`src/rtl/minutos_pkg.sv`:
```
// Shared definitions for the digital clock blocks (minutes and hours).
//   mode_e    : operating mode decoded from the front-panel switches
//   MIN_MAX   : highest minute value before wrap
//   SEG_TABLE : active-low 7-segment patterns {a,b,c,d,e,f,g}, indexed by digit 0..9
package minutos_pkg;

  typedef enum logic [1:0] {
    ModeRun,
    ModeSet,
    ModeHold
  } mode_e;

  localparam logic [5:0] MIN_MAX = 6'd59;

  // Entry [0] sits in the low bits, so SEG_TABLE[d] yields the pattern for digit d.
  localparam logic [9:0][6:0] SEG_TABLE = {
    7'b0000100,  // 9
    7'b0000000,  // 8
    7'b0001111,  // 7
    7'b0100000,  // 6
    7'b0100100,  // 5
    7'b1001100,  // 4
    7'b0000110,  // 3
    7'b0010010,  // 2
    7'b1001111,  // 1
    7'b0000001   // 0
  };

endpackage

```
`src/rtl/seg7_dec.sv`:
```
// Combinational decimal digit to active-low 7-segment decoder.
//   i_digit : digit 0..9 (values above 9 blank the display)
//   o_seg   : segments {a,b,c,d,e,f,g}, active-low
module seg7_dec
  import minutos_pkg::*;
(
  input  logic [3:0] i_digit,
  output logic [6:0] o_seg
);

  always_comb begin
    o_seg = 7'h7f;
    if (i_digit <= 4'd9) begin
      o_seg = SEG_TABLE[i_digit];
    end
  end

endmodule

```
`src/rtl/minutos.sv`:
```
// Minute counter of the digital clock.
//   clock, reset      : system clock, asynchronous active-high reset
//   tick_in           : one-cycle strobe per second
//   UP, DOWN          : active-low asynchronous set buttons
//   SW15..SW17        : mode switches (SW15 belongs to the hours block)
//   clockOUT          : one-cycle minute carry on the 59->0 wrap in run mode
//   a..g / a1..g1     : registered active-low segments, units / tens digit
module minutos
  import minutos_pkg::*;
#(
  parameter int unsigned TICKS_PER_MIN = 60,
  parameter int unsigned INIT_MIN      = 0,
  parameter int unsigned REPEAT_CYCLES = 25000000
) (
  input  logic clock,
  input  logic reset,
  input  logic tick_in,
  input  logic UP,
  input  logic DOWN,
  input  logic SW15,
  input  logic SW16,
  input  logic SW17,
  output logic clockOUT,
  output logic a,
  output logic b,
  output logic c,
  output logic d,
  output logic e,
  output logic f,
  output logic g,
  output logic a1,
  output logic b1,
  output logic c1,
  output logic d1,
  output logic e1,
  output logic f1,
  output logic g1
);

  localparam logic [7:0]  TickLast     = 8'(TICKS_PER_MIN - 1);
  localparam logic [5:0]  InitMin      = 6'(INIT_MIN);
  localparam logic [31:0] RepLast      = 32'(REPEAT_CYCLES - 1);
  localparam logic [6:0]  InitSegUnits = SEG_TABLE[4'(INIT_MIN % 10)];
  localparam logic [6:0]  InitSegTens  = SEG_TABLE[4'(INIT_MIN / 10)];

  mode_e       r_mode, w_mode_d;
  logic [5:0]  r_min, w_min_d;
  logic [7:0]  r_presc, w_presc_d;
  logic        r_carry, w_carry_d;
  logic [31:0] r_rep_cnt, w_rep_d;

  logic r_up_meta, r_up_sync, r_up_prev;
  logic r_dn_meta, r_dn_sync, r_dn_prev;

  logic [6:0] r_seg_units, r_seg_tens;
  logic [6:0] w_seg_units, w_seg_tens;
  logic [3:0] w_units, w_tens;

  logic       w_up_held, w_dn_held, w_up_fall, w_dn_fall, w_one_held;
  logic       w_step_up, w_step_dn;
  logic [5:0] w_min_inc, w_min_dec;

  // SW15 is decoded by the hours block only.
  logic w_unused_sw15;
  assign w_unused_sw15 = SW15;

  // Mode FSM: switches are quasi-static and go straight into the next-state decode.
  always_comb begin
    w_mode_d = ModeHold;
    if (!SW16 && !SW17) begin
      w_mode_d = ModeRun;
    end else if (SW16 && SW17) begin
      w_mode_d = ModeSet;
    end
  end

  always_ff @(posedge clock or posedge reset) begin
    if (reset) begin
      r_mode <= ModeRun;
    end else begin
      r_mode <= w_mode_d;
    end
  end

  // Two-flop button synchronisers plus one flop of history for press detection.
  always_ff @(posedge clock or posedge reset) begin
    if (reset) begin
      r_up_meta <= 1'b1;
      r_up_sync <= 1'b1;
      r_up_prev <= 1'b1;
      r_dn_meta <= 1'b1;
      r_dn_sync <= 1'b1;
      r_dn_prev <= 1'b1;
    end else begin
      r_up_meta <= UP;
      r_up_sync <= r_up_meta;
      r_up_prev <= r_up_sync;
      r_dn_meta <= DOWN;
      r_dn_sync <= r_dn_meta;
      r_dn_prev <= r_dn_sync;
    end
  end

  assign w_up_held  = ~r_up_sync;
  assign w_dn_held  = ~r_dn_sync;
  assign w_up_fall  = r_up_prev & ~r_up_sync;
  assign w_dn_fall  = r_dn_prev & ~r_dn_sync;
  assign w_one_held = w_up_held ^ w_dn_held;

  // Press gives one step; holding a single button steps again every REPEAT_CYCLES cycles.
  // Both buttons down (or none) keeps the repeat counter at zero.
  always_comb begin
    w_rep_d   = '0;
    w_step_up = 1'b0;
    w_step_dn = 1'b0;
    if (r_mode == ModeSet && w_one_held) begin
      if (w_up_fall || w_dn_fall || r_rep_cnt == RepLast) begin
        w_step_up = w_up_held;
        w_step_dn = w_dn_held;
      end else begin
        w_rep_d = r_rep_cnt + 32'd1;
      end
    end
  end

  assign w_min_inc = (r_min == MIN_MAX) ? 6'd0 : r_min + 6'd1;
  assign w_min_dec = (r_min == 6'd0) ? MIN_MAX : r_min - 6'd1;

  always_comb begin
    w_min_d   = r_min;
    w_presc_d = r_presc;
    w_carry_d = 1'b0;
    case (r_mode)
      ModeRun: begin
        if (tick_in) begin
          if (r_presc == TickLast) begin
            w_presc_d = '0;
            w_min_d   = w_min_inc;
            w_carry_d = (r_min == MIN_MAX);
          end else begin
            w_presc_d = r_presc + 8'd1;
          end
        end
      end
      ModeSet: begin
        if (w_step_up) begin
          w_min_d = w_min_inc;
        end else if (w_step_dn) begin
          w_min_d = w_min_dec;
        end
        // Resume counts a full minute from the moment run mode returns.
        if (w_mode_d == ModeRun) begin
          w_presc_d = '0;
        end
      end
      default: ;
    endcase
  end

  always_ff @(posedge clock or posedge reset) begin
    if (reset) begin
      r_min     <= InitMin;
      r_presc   <= '0;
      r_carry   <= 1'b0;
      r_rep_cnt <= '0;
    end else begin
      r_min     <= w_min_d;
      r_presc   <= w_presc_d;
      r_carry   <= w_carry_d;
      r_rep_cnt <= w_rep_d;
    end
  end

  assign w_units = 4'(r_min % 6'd10);
  assign w_tens  = 4'(r_min / 6'd10);

  seg7_dec u_dec_units (
    .i_digit (w_units),
    .o_seg   (w_seg_units)
  );

  seg7_dec u_dec_tens (
    .i_digit (w_tens),
    .o_seg   (w_seg_tens)
  );

  always_ff @(posedge clock or posedge reset) begin
    if (reset) begin
      r_seg_units <= InitSegUnits;
      r_seg_tens  <= InitSegTens;
    end else begin
      r_seg_units <= w_seg_units;
      r_seg_tens  <= w_seg_tens;
    end
  end

  assign clockOUT                  = r_carry;
  assign {a, b, c, d, e, f, g}     = r_seg_units;
  assign {a1, b1, c1, d1, e1, f1, g1} = r_seg_tens;

endmodule

```
`config.mk`:
```
export PLATFORM = sky130hd
export DESIGN_NAME = minutos
export DESIGN_NICKNAME = d
export VERILOG_FILES = /design/src/rtl/minutos_pkg.sv /design/src/rtl/seg7_dec.sv /design/src/rtl/minutos.sv
export SDC_FILE = /design/constraint.sdc
export NUM_CORES = 1
export LEC_CHECK = 0
export ABC_CLOCK_PERIOD_IN_PS = 6600
export BUFFER_PORTS_ARGS = -buffer_cell sky130_fd_sc_hd__buf_2
export CORE_AREA = 2 2 89 154
export CTS_CLUSTER_SIZE = 40
export DETAILED_ROUTE_END_ITERATION = 7
export DIE_AREA = 0 0 91 156
export PLACE_DENSITY_LB_ADDON = 0.12
export RECOVER_POWER = 100
export SYNTH_ARGS = -nofsm -noshare
export SYNTH_HDL_FRONTEND = slang
export SYNTH_HIERARCHICAL = 1
export SYNTH_SLANG_ARGS = --single-unit
export TNS_END_PERCENT = 20
```
`constraint.sdc`:
```
create_clock -name clock -period 6.6 [get_ports clock]
set_clock_uncertainty 0.15 [all_clocks]
set_input_delay 0.99 -clock clock [delete_from_list [all_inputs] [get_ports clock]]
set_output_delay 0.99 -clock clock [all_outputs]
set_load 0.02 [all_outputs]
```
==> results.py <==
metrics = {
    "status": {
        "outcome": "completed",
    },
    "floorplan": {
        "die_area_um2": 14200,
        "core_area_um2": 12900,
        "placementRows": 55,
        "ioPinCount": 23,
        "start_util_pct": 30.3,
        "chipHeight_um": 156,
        "fp.dieW_um": 91,
    },
    "worst_setup_path": {
        "arrival_ns": 3.53,
        "critPathKind": "reg -> reg",
        "end_kind": "register",
        "cp-start-kind": "register",
        "crit_path_max_fanout": 11,
        "cp.required_ns": 6.66,
    },
    "timing": {
        "setup_violations": 0,
        "period_share_pct": 52.6,
        "rsz0062_at_grt": "no",
        "tns_ns": 0,
        "timing.slew.headroom_pct": 38.1,
        "fmax_ghz": 0.288,
        "hold_viol": 0,
        "fin_crit_ns": 3.47,
        "worst_pin_slew_ns": 0.928,
        "hold_ws_ns": 0.210,
        "drv_slew": 0,
    },
    "cts": {
        "cts_tree": "yes",
        "clkTransAtPathRegs_ns": 0.05,
        "numCtsBuffers": 9,
        "ctsLongestPathBuffers": 2,
        "root_buffer": "clkbuf_16",
        "clock_latency_ns": 0.33,
        "cts_setup_buffers": 0,
        "cts_resized": 0,
        "postCtsHoldBufs": 0,
        "cts_max_level": 3,
        "cts.sinks": 69,
    },
    "detailed_routing": {
        "drt-total-wl_um": 8560,
        "vias": 2851,
        "drt_first_pass_iters": 4,
        "drt_iter0_drc": 109,
        "drc_errors": 0,
        "vias_per_cell": 4.76,
        "wl_per_cell_um": 14.3,
        "postRouteAntennaNets": 0,
    },
    "grt": {
        "grt_overflow": 0,
        "grt_pass1_vias": 2964,
        "grt_pass1_wl_um": 14600,
        "antenna_found_initial": 0,
        "grt_usage_pct": 13.0,
        "grt_max_degree": 70,
    },
    "place": {
        "place_congestion": 0.782,
        "dp_hpwl_um": 6110,
        "portBuffers": 21,
    },
    "yosys": {
        "netlist_area_um2": 3920,
        "ys_seq_area_share_pct": 44.3,
        "ys_ff_latch": 69,
        "synthArstFlopShare_pct": 100,
        "yosys_warnings": 6,
        "synth_cell_type_count": 60,
        "ys.flop_type": "dfrtp_1",
        "synth.avg_cell_area_um2": 9.76,
        "synth_nets": 429,
        "synth_edf_count": 0,
        "synth_cells": 402,
    },
    "cells_and_area": {
        "layout.nets": 450,
        "final_cell_mix": "68 x nor2_1, 61 x dfrtp_1, 25 x nand2_1, 23 x nand3_1, 22 x xnor2_1",
        "post-route-util_pct": 33.9,
        "antenna_cells": 0,
        "layout_commonest_cell": "nor2_1",
        "area_growth_pct": 11.9,
        "drive_above_1_share_pct": 11.4,
    },
    "worst_hold_path": {
        "hold_class": "reg -> reg",
    },
    "power": {
        "ir_drop_uv": 268,
        "power_density_nw_per_um2": 436,
        "leakage_nw": 1.85,
        "total_power_mw": 1.91,
    },
    "job": {
        "max_cap_viol_count": 0,
    },
}
==> final timing paths <==
check,startpoint,end,slack [ns],cells after the start
setup / recovery,r_min[0],r_seg_units[1],3.13,8
hold / removal,r_up_meta,r_up_sync,0.21,0
setup reg to reg,r_min[0],r_seg_units[1],3.13,8
hold reg to reg,r_up_meta,r_up_sync,0.21,0
max in group asynchronous,reset,r_rep_cnt[30],4.91,3
min in group asynchronous,reset,r_rep_cnt[20],0.75,3
==> metal layers <==
metal / global-route usage, % / wire (um)
met1: 14.2 / 3510
met2: 24.3 / 4750
met3: 2.51 / 148
met4: 5.19 / 156
met5: 0 / 0
==> synth_stat cells, types with 4 or more instances <==
master / instances / area [um^2]
nor3_1: 5 / 25.0
nand3_1: 23 / 115
o21bai_1: 4 / 30.0
a21oi_1: 17 / 85.1
nor2_1: 68 / 255
nand4_1: 4 / 25.0
dfstp_2: 8 / 210
o21ai_0: 10 / 50.1
xor2_1: 18 / 158
mux2i_1: 5 / 50.1
dfrtp_1: 61 / 1530
nand2_1: 25 / 93.8
and3_1: 7 / 43.8
inv_1: 21 / 78.8
nand2b_1: 4 / 25.0
xnor2_1: 22 / 193
buf_2: 9 / 45.0
ha_1: 19 / 238
==> registers in the layout (all words and copies together) (netlist names) <==
signal       flops
r_min            6
r_up_sync        1
r_seg_units      7
r_up_meta        1
r_seg_tens       7
r_dn_prev        1
r_dn_meta        1
r_mode           2
r_dn_sync        1
r_rep_cnt       32
r_up_prev        1
r_presc          8
clockOUT         1
==> logic make-up (layout without fill, tap and decap cells) <==
group,count (synthesis),in the layout,share of synthesized area (%)
adders and majority gates,19,19,6.06
DFF,69,69,44.3
muxes,8,8,2.14
and+or+nand+nor,168,168,23.2
buffers and inverters,35,61,4.21
xor gates and xnor gates,40,40,8.93
other,1,1,0.0956
AOI/OAI and AO/OA,62,62,11.1
==> worst max-delay path: stages, from the launching register on <==
cell and delay [ns]:
dfrtp_1 0.53, inv_1 0.19, ha_1 0.25, nor3_1 0.23, a21oi_1 0.07, nor4_1 0.68
mux2i_1 0.74, or2b_1 0.30, o22a_2 0.22
==> layout make-up <==
cell class | count | area [um^2]
Fill cell | 1386 | 8550
Multi-Input combinational cell | 298 | 1990
Sequential cell | 69 | 1740
Clock buffer | 14 | 254
Tap cell | 171 | 214
Timing Repair Buffer | 24 | 105
Inverter | 21 | 78.8
Clock inverter | 2 | 10.0
==> power breakdown <==
part / total [mW] / leakage [nW] / switching (mW) / internal [mW]
combinational: 0.880 / 0.831 / 0.534 / 0.345
clock: 0.436 / 0.131 / 0.172 / 0.264
sequential: 0.599 / 0.887 / 0.0824 / 0.516
==> stage by stage <==
step	cell area (um^2)	std cells	setup slack [ns]
3_5_place_dp	4180	583	3.15
2_1_floorplan	3920	402	3.73
5_1_grt	4390	599	2.85
4_1_cts	4440	599	3.11
3_3_place_gp	4180	583	3.15
6_report	4390	599	3.13
Power figures use the tool's default switching activity.
